**config.mk**
```make
export PLATFORM = sky130hd
export DESIGN_NAME = hazard_stall_controller_flat
export DESIGN_NICKNAME = d
export VERILOG_FILES = /design/src/rtl/hazard_stall_if.sv /design/src/rtl/hazard_stall_controller.sv /design/src/flat_wrapper.sv
export SDC_FILE = /design/constraint.sdc
export NUM_CORES = 1
export LEC_CHECK = 0
export CELL_PAD_IN_SITES_DETAIL_PLACEMENT = 0
export CELL_PAD_IN_SITES_GLOBAL_PLACEMENT = 1
export CORE_AREA = 2 2 39 41
export CTS_CLUSTER_SIZE = 12
export DETAILED_ROUTE_END_ITERATION = 8
export DIE_AREA = 0 0 41 43
export DONT_BUFFER_PORTS = 1
export GPL_TIMING_DRIVEN = 0
export PLACE_DENSITY_LB_ADDON = 0.1
export SLEW_MARGIN = 10
export SYNTH_ARGS = -nofsm -noshare
export SYNTH_HDL_FRONTEND = slang
export SYNTH_SLANG_ARGS = --single-unit
```
**constraint.sdc**
```tcl
create_clock -name clk -period 4.81 [get_ports clk]
set_input_delay 0.962 -clock clk [delete_from_list [all_inputs] [get_ports clk]]
set_output_delay 0.962 -clock clk [all_outputs]
set_load 0.01 [all_outputs]
```
**src/rtl/hazard_stall_if.sv**
```systemverilog
// -----------------------------------------------------------------------------
// hazard_stall_if
//   Bundles the signals exchanged between the 5-stage MIPS pipeline and the
//   hazard/stall controller that sits beside the ID stage.
//
//   master : pipeline side. Drives the ID/EX/MEM status, receives the hold and
//            flush controls.
//   slave  : controller side. Receives the status, drives the controls.
//
//   Status (master -> slave)
//     id_rs, id_rt   ID source registers
//     id_uses_rt     ID instruction reads rt
//     ex_rd          EX destination register (rt for lw)
//     ex_mem_read    EX instruction is a load
//     branch_taken   EX branch resolved taken this cycle
//     mem_busy       data memory not ready; MEM must hold
//   Controls (slave -> master)
//     pc_write, if_id_write, if_id_flush, id_ex_bubble, pipe_freeze,
//     stall_active
// -----------------------------------------------------------------------------
interface hazard_stall_if #(
    parameter int REG_W = 5
);
    logic [REG_W-1:0] id_rs;
    logic [REG_W-1:0] id_rt;
    logic             id_uses_rt;
    logic [REG_W-1:0] ex_rd;
    logic             ex_mem_read;
    logic             branch_taken;
    logic             mem_busy;

    logic             pc_write;
    logic             if_id_write;
    logic             if_id_flush;
    logic             id_ex_bubble;
    logic             pipe_freeze;
    logic             stall_active;

    modport master (
        output id_rs, id_rt, id_uses_rt, ex_rd, ex_mem_read, branch_taken, mem_busy,
        input  pc_write, if_id_write, if_id_flush, id_ex_bubble, pipe_freeze, stall_active
    );

    modport slave (
        input  id_rs, id_rt, id_uses_rt, ex_rd, ex_mem_read, branch_taken, mem_busy,
        output pc_write, if_id_write, if_id_flush, id_ex_bubble, pipe_freeze, stall_active
    );
endinterface

```
**src/rtl/hazard_stall_controller.sv**
```systemverilog
// -----------------------------------------------------------------------------
// hazard_stall_controller
//   Owns every pipeline hold and flush control of the 5-stage MIPS pipeline.
//   Detects load-use hazards in the same cycle they appear and inserts exactly
//   LOAD_LAT bubbles per hazard, flushes IF/ID on a taken branch, freezes the
//   back half of the pipe while data memory is busy, and never treats $0 as a
//   dependency.
//
//   Parameters
//     REG_W     register-address width
//     LOAD_LAT  load-use bubbles per hazard (1..15)
//     CNT_W     stall-counter width, must hold LOAD_LAT-1
//
//   Ports
//     clk        pipeline clock, rising edge
//     rst_n      asynchronous active-low reset
//     hz         hazard_stall_if.slave (status in, hold/flush controls out)
//
//   Optional feature, macro HAZARD_PERF_CNT_EN:
//     perf_clr      in   1   synchronous clear of both counters
//     perf_stalls   out  16  saturating count of stall_active cycles
//     perf_flushes  out  16  saturating count of branch flush cycles
//   Without the macro these ports and counters do not exist.
//
//   Outputs are combinational from the registered state and the current
//   inputs; only the FSM state and the stall counter are registered.
// -----------------------------------------------------------------------------
module hazard_stall_controller #(
    parameter int REG_W    = 5,
    parameter int LOAD_LAT = 1,
    parameter int CNT_W    = 4
) (
    input  logic                clk,
    input  logic                rst_n,
    hazard_stall_if.slave       hz
`ifdef HAZARD_PERF_CNT_EN
    ,
    input  logic                perf_clr,
    output logic [15:0]         perf_stalls,
    output logic [15:0]         perf_flushes
`endif
);

    typedef enum logic {
        RUN      = 1'b0,
        LU_STALL = 1'b1
    } state_t;

    // With a single bubble the hazard is fully covered by the RUN-state stall
    // cycle, so the FSM never needs to leave RUN.
    localparam bit MULTI_CYCLE = (LOAD_LAT > 1);

    state_t           state_q;
    logic [CNT_W-1:0] cnt_q;

    logic lu_hit;
    logic pc_write;
    logic if_id_write;
    logic if_id_flush;
    logic id_ex_bubble;
    logic pipe_freeze;
    logic stall_active;

    // $0 is hard-wired to zero, so a load targeting it creates no dependency.
    always_comb begin
        lu_hit = hz.ex_mem_read
               && (hz.ex_rd != '0)
               && ((hz.ex_rd == hz.id_rs)
                   || (hz.id_uses_rt && (hz.ex_rd == hz.id_rt)));
    end

    // Control outputs. Priority: reset > mem_busy > branch_taken > load-use > pass.
    always_comb begin
        pc_write     = 1'b1;
        if_id_write  = 1'b1;
        if_id_flush  = 1'b0;
        id_ex_bubble = 1'b0;
        pipe_freeze  = 1'b0;
        stall_active = 1'b0;

        if (!rst_n) begin
            pc_write     = 1'b0;
            if_id_write  = 1'b0;
            id_ex_bubble = 1'b1;
        end else if (hz.mem_busy) begin
            // Whole pipe holds; no bubble so the frozen EX/MEM contents survive.
            // A stall already underway is still in progress, only paused.
            pc_write     = 1'b0;
            if_id_write  = 1'b0;
            pipe_freeze  = 1'b1;
            stall_active = (state_q == LU_STALL);
        end else if (hz.branch_taken) begin
            if_id_flush  = 1'b1;
            id_ex_bubble = 1'b1;
        end else if ((state_q == LU_STALL) || lu_hit) begin
            // In LU_STALL the load has already left EX, so lu_hit is no longer
            // visible; the stall is driven by the state alone.
            pc_write     = 1'b0;
            if_id_write  = 1'b0;
            id_ex_bubble = 1'b1;
            stall_active = 1'b1;
        end
    end

    assign hz.pc_write     = pc_write;
    assign hz.if_id_write  = if_id_write;
    assign hz.if_id_flush  = if_id_flush;
    assign hz.id_ex_bubble = id_ex_bubble;
    assign hz.pipe_freeze  = pipe_freeze;
    assign hz.stall_active = stall_active;

    // Stall sequencer. A memory wait freezes state and counter so each busy
    // cycle stretches the stall by exactly one cycle. A taken branch aborts
    // any stall because the stalled ID instruction is on the wrong path.
    always_ff @(posedge clk or negedge rst_n) begin
        if (!rst_n) begin
            state_q <= RUN;
            cnt_q   <= '0;
        end else if (!hz.mem_busy) begin
            if (hz.branch_taken) begin
                state_q <= RUN;
                cnt_q   <= '0;
            end else begin
                case (state_q)
                    RUN: begin
                        if (lu_hit && MULTI_CYCLE) begin
                            state_q <= LU_STALL;
                            cnt_q   <= CNT_W'(LOAD_LAT - 1);
                        end
                    end
                    LU_STALL: begin
                        if (cnt_q == CNT_W'(1)) begin
                            state_q <= RUN;
                            cnt_q   <= '0;
                        end else begin
                            cnt_q   <= cnt_q - CNT_W'(1);
                        end
                    end
                    default: begin
                        state_q <= RUN;
                        cnt_q   <= '0;
                    end
                endcase
            end
        end
    end

`ifdef HAZARD_PERF_CNT_EN
    logic [15:0] perf_stalls_q;
    logic [15:0] perf_stalls_d;
    logic [15:0] perf_flushes_q;
    logic [15:0] perf_flushes_d;

    // Counters saturate at all-ones; clear overrides any increment.
    always_comb begin
        perf_stalls_d  = perf_stalls_q;
        perf_flushes_d = perf_flushes_q;
        if (perf_clr) begin
            perf_stalls_d  = '0;
            perf_flushes_d = '0;
        end else if (!hz.mem_busy) begin
            if (stall_active && (perf_stalls_q != 16'hFFFF)) begin
                perf_stalls_d = perf_stalls_q + 16'd1;
            end
            if (if_id_flush && (perf_flushes_q != 16'hFFFF)) begin
                perf_flushes_d = perf_flushes_q + 16'd1;
            end
        end
    end

    always_ff @(posedge clk or negedge rst_n) begin
        if (!rst_n) begin
            perf_stalls_q  <= '0;
            perf_flushes_q <= '0;
        end else begin
            perf_stalls_q  <= perf_stalls_d;
            perf_flushes_q <= perf_flushes_d;
        end
    end

    assign perf_stalls  = perf_stalls_q;
    assign perf_flushes = perf_flushes_q;
`endif

endmodule

```
**src/flat_wrapper.sv**
```systemverilog
// flat-port wrapper written by rule: the top's interface ports become plain ports
module hazard_stall_controller_flat 
#(
    parameter int REG_W    = 5,
    parameter int LOAD_LAT = 1,
    parameter int CNT_W    = 4
)
  (clk, rst_n, hz_id_rs, hz_id_rt, hz_id_uses_rt, hz_ex_rd, hz_ex_mem_read, hz_branch_taken, hz_mem_busy, hz_pc_write, hz_if_id_write, hz_if_id_flush, hz_id_ex_bubble, hz_pipe_freeze, hz_stall_active);
  hazard_stall_if #(.REG_W(REG_W)) hz_i ();
  input  logic clk;
  input  logic rst_n;
  input wire logic [$bits(hz_i.id_rs)-1:0] hz_id_rs;
  input wire logic [$bits(hz_i.id_rt)-1:0] hz_id_rt;
  input wire logic [$bits(hz_i.id_uses_rt)-1:0] hz_id_uses_rt;
  input wire logic [$bits(hz_i.ex_rd)-1:0] hz_ex_rd;
  input wire logic [$bits(hz_i.ex_mem_read)-1:0] hz_ex_mem_read;
  input wire logic [$bits(hz_i.branch_taken)-1:0] hz_branch_taken;
  input wire logic [$bits(hz_i.mem_busy)-1:0] hz_mem_busy;
  output wire logic [$bits(hz_i.pc_write)-1:0] hz_pc_write;
  output wire logic [$bits(hz_i.if_id_write)-1:0] hz_if_id_write;
  output wire logic [$bits(hz_i.if_id_flush)-1:0] hz_if_id_flush;
  output wire logic [$bits(hz_i.id_ex_bubble)-1:0] hz_id_ex_bubble;
  output wire logic [$bits(hz_i.pipe_freeze)-1:0] hz_pipe_freeze;
  output wire logic [$bits(hz_i.stall_active)-1:0] hz_stall_active;
  assign hz_i.id_rs = hz_id_rs;
  assign hz_i.id_rt = hz_id_rt;
  assign hz_i.id_uses_rt = hz_id_uses_rt;
  assign hz_i.ex_rd = hz_ex_rd;
  assign hz_i.ex_mem_read = hz_ex_mem_read;
  assign hz_i.branch_taken = hz_branch_taken;
  assign hz_i.mem_busy = hz_mem_busy;
  assign hz_pc_write = hz_i.pc_write;
  assign hz_if_id_write = hz_i.if_id_write;
  assign hz_if_id_flush = hz_i.if_id_flush;
  assign hz_id_ex_bubble = hz_i.id_ex_bubble;
  assign hz_pipe_freeze = hz_i.pipe_freeze;
  assign hz_stall_active = hz_i.stall_active;
  hazard_stall_controller #(.REG_W(REG_W), .LOAD_LAT(LOAD_LAT), .CNT_W(CNT_W)) u_core (.clk(clk), .rst_n(rst_n), .hz(hz_i));
endmodule
```
==> summary by stage, run 1 <==
Synth
The share of the synthesized area in the top cell type is 0.255. After technology mapping, the gate count stands at 57. The mean instance size in the synthesized netlist is ~8.6 sq um. The sequential element share of the synthesized area is 0.255.

The number of nets produced by synthesis is 80. Sorting the synthesized cells by area gives the leading types as sky130_fd_sc_hd__dfrtp_1, sky130_fd_sc_hd__xor2_1, sky130_fd_sc_hd__ha_1. The synthesis warning total is 0. The synthesized netlist occupies a cell area of 490 sq um. Yosys mapped the design onto 32 distinct sky130hd cell types. The library cell occupying the most area in the post-synthesis netlist is sky130_fd_sc_hd__dfrtp_1. Synthesis inferred 5 register bits.

Clocking
CTS saw 5 sinks. The clock tree root buffer cell is sky130_fd_sc_hd__clkbuf_4. The clock latency reported for the late side of the worst-skew pair is 0.25 ns.

Buffers inserted during clock tree synthesis total 3. The maximum clock insertion buffer count is 2. Hold repair after CTS inserted 0 buffers. Clock-pin slew was measured on the worst setup and hold paths at around 0.050 ns. Gates resized during post-CTS repair numbered 0.

The count of H-tree levels built during CTS is 1. TritonCTS built the clock tree. The total setup buffers inserted after CTS is 0.

Routing
The via total after detailed routing is roughly 430. Once detail routing completed, the nets flagged for antenna violations numbered 0. The per-cell routed wire length is 13.8 um. For this run, design rule violations remaining after detail routing come to 0. The initial detailed-routing violation count is 4. The first detailed-routing pass ran for 2 iterations. The average via count per standard cell is 5.62. The total wirelength of the detailed-routed design is roughly 1.1 mm.

Critical path
Along the worst path, the maximum fanout reaches 3. In this design, the stage delay of the slowest critical-path cell is 0.52 ns. The number of buffers and inverters on the critical path is 1.

Traced cell by cell, the critical path runs through or4_1 -> o21ai_2 -> o311a_1 -> buf_4. The kind of cell adding the most delay to the critical path is simple AND/OR/NAND/NOR gates. STA puts the critical path data required time at slightly below 4 ns. The sort of element at the start of the critical path is an input pin. The worst setup path is of the input pin to output pin kind. STA classifies the critical path endpoint as an output pin. STA puts the critical path data arrival time at 2.09 ns. The slowest stage cell on the critical path is sky130_fd_sc_hd__or4_1.

Timing
The total negative setup slack is 0 ns. The post-route worst hold slack is a little over 0.4 ns. The final count of pins violating max slew is 0. After layout, the minimum clock period comes to 3.05 ns.

The final count of negative-setup-slack endpoints is 0. For the pin with the worst max-slew slack, the measured transition is 0.460 ns. The achievable frequency is between 300 and 400 MHz.

The clock tree skew after final layout is between 0.002 and 0.003 ns. The final clock period utilization by the worst path is 0.634. The count of final hold-check violations is 0.

The worst-case headroom to the max-slew limit is 0.688. Setup repair after global routing left no endpoint under its margin.

Placed design
The number of port buffers is 0. The number of placed instances, taps included, is between 70 and 80. Routability-driven placement finished with a final weighted congestion of ~0.63. The HPWL reported at the end of detailed placement is about 850 um.

Floorplan
The die area is 1760 sq um. The floorplan die height is roughly 43 um. The floorplan has 14 rows. During I/O placement, the number of pins put on the boundary was 27. For this configuration, the core starts out at a cell density of 0.354. From left edge to right edge, the die measures 41 um. The floorplan step defined a core boundary enclosing ~1400 sq um.

Global routing
Entering global routing, the biggest net connects 11 pins. The number of global-route vias before repair was 432. The number of antenna violations at the first check in global routing came to 0. Global routing finished with a remaining overflow of 0. The global routing usage summed across all routing layers is 0.148. The first global-routing pass estimated approximately 1.8 mm of wire.

Status
The run finished with clean final reports.

Finish
The number of inserted filler cells in the final layout is between 150 and 200. The final core utilization is 0.388. The number of nets at the end of the flow is 85. The number of standard cells in the layout, taps in and fillers out is 77.

The number of antenna diodes in the final layout is 0. Relative to the synthesized area, the layout overhead comes to 9.44%. In the final layout, the share of cells above drive strength 1 is 0.115.

Flow run
The number of max-cap violations is 0.

Power and ir drop
VDD sags by at most approximately 0.11 mV. The analysis attributes to cell leakage a power of roughly 0.23 nW. The power density over the cells is 239 nW/um^2.

Hold path
The kind of path behind the tightest hold check is input pin to asynchronous set/reset pin.
sequential cells by signal (all words and copies together), names as in the netlist:
| register | cells |
|---|---|
| u_core.state_q | 1 |
| u_core.cnt_q | 4 |
synthesized netlist by cell type:
cell type and number:
sky130_fd_sc_hd__xor2_1 9, sky130_fd_sc_hd__dfrtp_1 5, sky130_fd_sc_hd__inv_1 4, sky130_fd_sc_hd__nor2_1 3, sky130_fd_sc_hd__a21oi_1 2, sky130_fd_sc_hd__and2_1 2
sky130_fd_sc_hd__clkbuf_1 2, sky130_fd_sc_hd__ha_1 2, sky130_fd_sc_hd__nand2_1 2, sky130_fd_sc_hd__nor3_1 2, sky130_fd_sc_hd__o21ai_0 2, sky130_fd_sc_hd__o21ai_1 2
sky130_fd_sc_hd__a21o_1 1, sky130_fd_sc_hd__a22o_1 1, sky130_fd_sc_hd__a32o_1 1, sky130_fd_sc_hd__a32oi_1 1, sky130_fd_sc_hd__buf_4 1, sky130_fd_sc_hd__nand2b_1 1
sky130_fd_sc_hd__nand3_1 1, sky130_fd_sc_hd__nor2b_1 1, sky130_fd_sc_hd__nor4_2 1, sky130_fd_sc_hd__o211ai_1 1, sky130_fd_sc_hd__o21a_1 1, sky130_fd_sc_hd__o21ai_2 1
sky130_fd_sc_hd__o21bai_1 1, sky130_fd_sc_hd__o22ai_1 1, sky130_fd_sc_hd__o311a_1 1, sky130_fd_sc_hd__o311ai_1 1, sky130_fd_sc_hd__o41ai_2 1, sky130_fd_sc_hd__or3_1 1
sky130_fd_sc_hd__or4_1 1, sky130_fd_sc_hd__xnor2_1 1
report_power, final:
part	internal (mW)	switching, mW
clock	0.0315	0.0193
sequential	0.0453	0.00243
combinational	0.0143	0.0156
total	0.0911	0.0374
worst reg2reg max path, delay by kind of cell (launching register included):
kind,cells,cell delay [ns]
flops,1,0.41
simple gates,1,0.41
compound gates,2,0.44
path summary, 6_finish.rpt:
check / cells after the start / to / startpoint / slack (ns)
setup / recovery: 4 / hz_pc_write / hz_ex_rd[0] / 1.76
hold reg to reg: 1 / u_core.cnt_q[2] / u_core.cnt_q[2] / 0.49
min in group clk: 1 / u_core.cnt_q[2] / u_core.cnt_q[2] / 0.49
max in group asynchronous: 0 / u_core.cnt_q[1] / rst_n / 4.33
setup reg to reg: 3 / u_core.cnt_q[3] / u_core.cnt_q[0] / 3.44
hold / removal: 0 / u_core.cnt_q[0] / rst_n / 0.41
cell families after synthesis:
group                      share of synthesized area
AOI/OAI and AO/OA                              0.281
and+or+nand+nor                                0.173
xor gates and xnor gates                       0.179
buffers and inverters                         0.0612
DFF                                            0.255
adders and majority gates                     0.0510
routing by layer:
| layer | track usage | part of all wire | vias up |
|---|---|---|---|
| met3 | 0.0733 | 0.080 | 2 |
| met2 | 0.197 | 0.47 | 19 |
| met4 | 0.0600 | 0.015 | 0 |
| met5 | 0 | 0 | - |
| li1 | - | - | 214 |
| met1 | 0.197 | 0.43 | 198 |
placed cells by master, fill, tap and decap left out, drive strengths merged:
master,count
clkbuf,6
o21bai,1
or3,1
nor2,3
dfrtp,5
xnor2,1
nand2b,1
a22o,1
or4,1
xor2,9
nand2,2
a32o,1
o211ai,1
o41ai,1
o21a,1
buf,1
inv,4
ha,2
o311ai,1
a21o,1
o22ai,1
nor2b,1
and2,2
nand3,1
nor4,1
o311a,1
o21ai,5
nor3,2
a21oi,2
a32oi,1
final cells by class:
cell class                 count  area, sq um  share of cell area
tap                           16         20.0              0.0373
buffer                         3         15.0              0.0280
inverter                       4         15.0              0.0280
sequential                     5          125               0.233
multi-input combinational     45          335               0.625
clock buffer                   4         26.3              0.0490
through the flow:
stage / setup WS, ns / power, mW / cell area [sq um]
6_report: 1.76 / 0.128 / 537
5_1_grt: 1.66 / 0.138 / 537
4_1_cts: 1.75 / 0.129 / 537
3_5_place_dp: 1.75 / 0.0784 / 510
3_3_place_gp: 1.74 / 0.0786 / 510
2_1_floorplan: 1.81 / 0.0739 / 490
No activity file was read; power rests on OpenSTA's default activity.
==> run 2: changes to the inputs <==
- clock period: 4.81 -> 3.06 ns (I/O delays scaled with it)
==> results of run 2 <==
The final DEF is identical to that of run 1. Status: finished clean.
Among the figures that moved: setup slack after placement 1.75 ns -> 0.696 ns; setup slack after layout 1.76 ns -> 0.709 ns; hold slack 0.406 ns -> 0.0560 ns; register-to-register setup slack 3.44 ns -> 1.69 ns; total power 0.128 mW -> 0.202 mW; worst IR drop on VDD 0.114 mV -> 0.179 mV
==> run 3: changes to the inputs <==
- clock period: 3.06 -> 2.38 ns (I/O delays scaled with it)
==> run 3 against run 2 <==
  * Final area is 1.9% higher
  * Die area unchanged
  * Routed wire length up 1.6%
  * Hold slack improved by 0.39 ns
  * Critical endpoint unchanged
  * Largest cell class unchanged
==> summary by stage, run 3 (synthesis gave the netlist of run 1 again) <==
Global routing
The number of antenna violations at the first check in global routing came to 0 (unchanged). The remaining global-route overflow is 0 (unchanged). The maximum number of pins on one net before global-route repair is 11 (unchanged).

The wire length of the first global-routing pass is 1.79 mm (+0.79%). The global routing usage summed across all routing layers is 0.150 (+0.00201). The number of global-route vias before repair is 438 (+1.4%).

Finish
Leaving out fill and tap cells, the most frequent cell in the layout is sky130_fd_sc_hd__xor2_1. The number of inserted filler cells in the final layout is 154 (-0.65%). The flip-flop count of the largest register, all copies and words added was 4 (unchanged). In the final layout, the registers with the most flip-flops are u_core.cnt_q x4, u_core.state_q x1. The area overhead of the layout relative to synthesis is 11.5%.

The share of cells above drive strength 1 is 0.113 (-0.00185). The register with the most flip-flops is u_core.cnt_q. The library cells used most frequently in the layout, excluding fill and tap cells, are sky130_fd_sc_hd__xor2_1, sky130_fd_sc_hd__dfrtp_1, sky130_fd_sc_hd__inv_1. The storage element area is 125 sq um (unchanged). The number of nets at the end of the flow is 86 (+1.2%).

The combined area of the multi-input logic cells is 335 sq um (unchanged). The count of antenna diodes in the layout came to 0 (unchanged).

Routing
The average via count per standard cell is 5.60 (-0.37%). The final routed DRC violation total is 0 (unchanged). The per-cell routed wire length was 13.9 um (+0.29%). The via total after detailed routing is 437 (+0.92%). The total wirelength of the detailed-routed design is 1.08 mm (+1.6%). The initial detailed-routing violation count is 4 (unchanged). The count of nets left with antenna violations after detail routing was 0 (unchanged). The iteration count of the initial detailed-routing pass is 2 (unchanged).

Timing
The total negative setup slack is 0 ns (unchanged). The shortest period the worst path allows is ~2.1 ns. The final count of negative-setup-slack endpoints was 0 (unchanged).

The count of final hold-check violations is 0 (unchanged). The worst setup margin is 0.301 ns. The final clock period utilization by the worst path is 0.874.

The final count of pins violating max slew is 0 (unchanged). Static timing analysis puts the maximum clock frequency at 481 MHz. The worst-case headroom to the max-slew limit is 0.688 (about the same). The clock tree skew after final layout is 0.00328 ns (+0.000585 ns). Setup repair after global routing left no endpoint under its margin.

The actual transition at the worst max-transition pin is 0.460 ns (-0.00000930 ns).

Placed design
The HPWL reported at the end of detailed placement is 852 um (unchanged). The number of port buffers came to 0 (unchanged). At the placement stage, the worst setup path has a slack of ~0.29 ns. The placer's final routability congestion estimate came to 0.630 (unchanged).

Floorplan
The die area was 1760 sq um (unchanged). The number of I/O pins is 27 (unchanged). The initial cell density of the core came to 0.354 (unchanged).

The number of rows in the core area is 14 (unchanged). The area of the core is 1380 sq um (unchanged). The width of the die is 41 um (unchanged). The floorplan die height is 43 um (unchanged).

Clocking
The clock slew seen by the registers of the worst setup and hold paths was 0.05 ns (about the same). TritonCTS built the clock tree. The number of sinks on the clock net is 5 (unchanged). The count of H-tree levels built during CTS is 1 (unchanged).

The number of buffers created by CTS is 3 (unchanged). The clock tree root buffer cell is sky130_fd_sc_hd__clkbuf_4. The maximum clock insertion buffer count is 2 (unchanged).

The clock latency reported for the late side of the worst-skew pair was 0.25 ns (about the same).

Critical path
The critical path is of the input pin to output pin type. The arrival time at the worst endpoint is approximately 1.6 ns. The count of cells along the worst register-to-register path is 3 (unchanged). The startpoint identified for the worst register-to-register timing path is u_core.cnt_q[0]. The maximum fanout along the worst path is 3 (unchanged). The endpoint identified for the worst register-to-register timing path is u_core.cnt_q[3].

STA classifies the critical path endpoint as an output pin. The critical path data required time is 1.90 ns. The worst register-to-register path has a setup slack of 1.01 ns. STA classifies the critical path startpoint as an input pin.

Hold path
The min-delay analysis places its worst path in the category input pin to flop. The end of the worst hold path is u_core.cnt_q[0]. The hold-critical path depth is 3.

The startpoint of the most critical hold path is hz_branch_taken.

Power and ir drop
Across the VDD grid, the largest voltage drop is 0.229 mV. The leakage component of the power was 0.237 nW (+1.8%). The power density over the cells is roughly 480 nW/um^2.

Flow run
The number of max-cap violations came to 0 (unchanged).

Status
The run finished with clean final reports.
run 3: changes by cell type in the layout (fill, tap and decap cells not counted):
cell and change:
sky130_fd_sc_hd__dlygate4sd3_1 +1
run 3: where the power goes:
group / internal (mW) / switching (mW) / leakage [nW]
sequential: 0.0914 / 0.00487 / 0.0682
clock: 0.0636 / 0.0387 / 0.0150
combinational: 0.0301 / 0.0332 / 0.154
total: 0.185 / 0.0768 / 0.237
run 3: worst max path at each step:
stage / from / end / slack [ns] / cells past startpoint
CTS: hz_ex_rd[3] / hz_pc_write / 0.29 / 5
finish: hz_ex_rd[0] / hz_pc_write / 0.30 / 4
detailed placement: hz_ex_rd[3] / hz_pc_write / 0.29 / 5
floorplan: hz_ex_rd[0] / hz_pc_write / 0.35 / 4
global placement: hz_ex_rd[3] / hz_pc_write / 0.28 / 5
global route: hz_ex_rd[3] / hz_pc_write / 0.21 / 5
run 3: final cells by class:
class / count / share of cell area
buffer: 3 / 0.0275
clock buffer: 4 / 0.0481
inverter: 4 / 0.0275
multi-input combinational: 45 / 0.613
sequential: 5 / 0.229
tap: 16 / 0.0366
timing repair buffer: 1 / 0.0183
run 3: metrics by stage:
stage / util / power [mW] / instances / cell area [sq um] / hold slack, ns
final: 0.395 / 0.262 / 78 / 547 / 0.445
after global routing: 0.395 / 0.282 / 78 / 547 / 0.468
after CTS: 0.395 / 0.264 / 78 / 547 / 0.440
after detailed placement: 0.369 / 0.158 / 73 / 510 / 0.181
after global placement: 0.369 / 0.159 / 73 / 510 / 0.181
after floorplan: - / 0.149 / 57 / 490 / 0.180
run 3: layer usage:
layer	vias up	share of wire	routed length, um	track usage
met2	19	0.46	493	0.200
met1	200	0.45	485	0.200
met3	2	0.079	86	0.0733
met5	-	0	0	0
li1	216	-	-	-
met4	0	0.015	16	0.0600
run 3: timing repair:
action                    4_1_cts  5_1_grt
gates resized for setup         0        0
hold endpoints to repair        5        0
hold buffers                    1        0
setup buffers                   0        0
run 3: critical path, cell delays in order:
cell and delay (ns):
sky130_fd_sc_hd__or4_1 0.52, sky130_fd_sc_hd__o21ai_2 0.20, sky130_fd_sc_hd__o311a_1 0.26, sky130_fd_sc_hd__buf_4 0.14
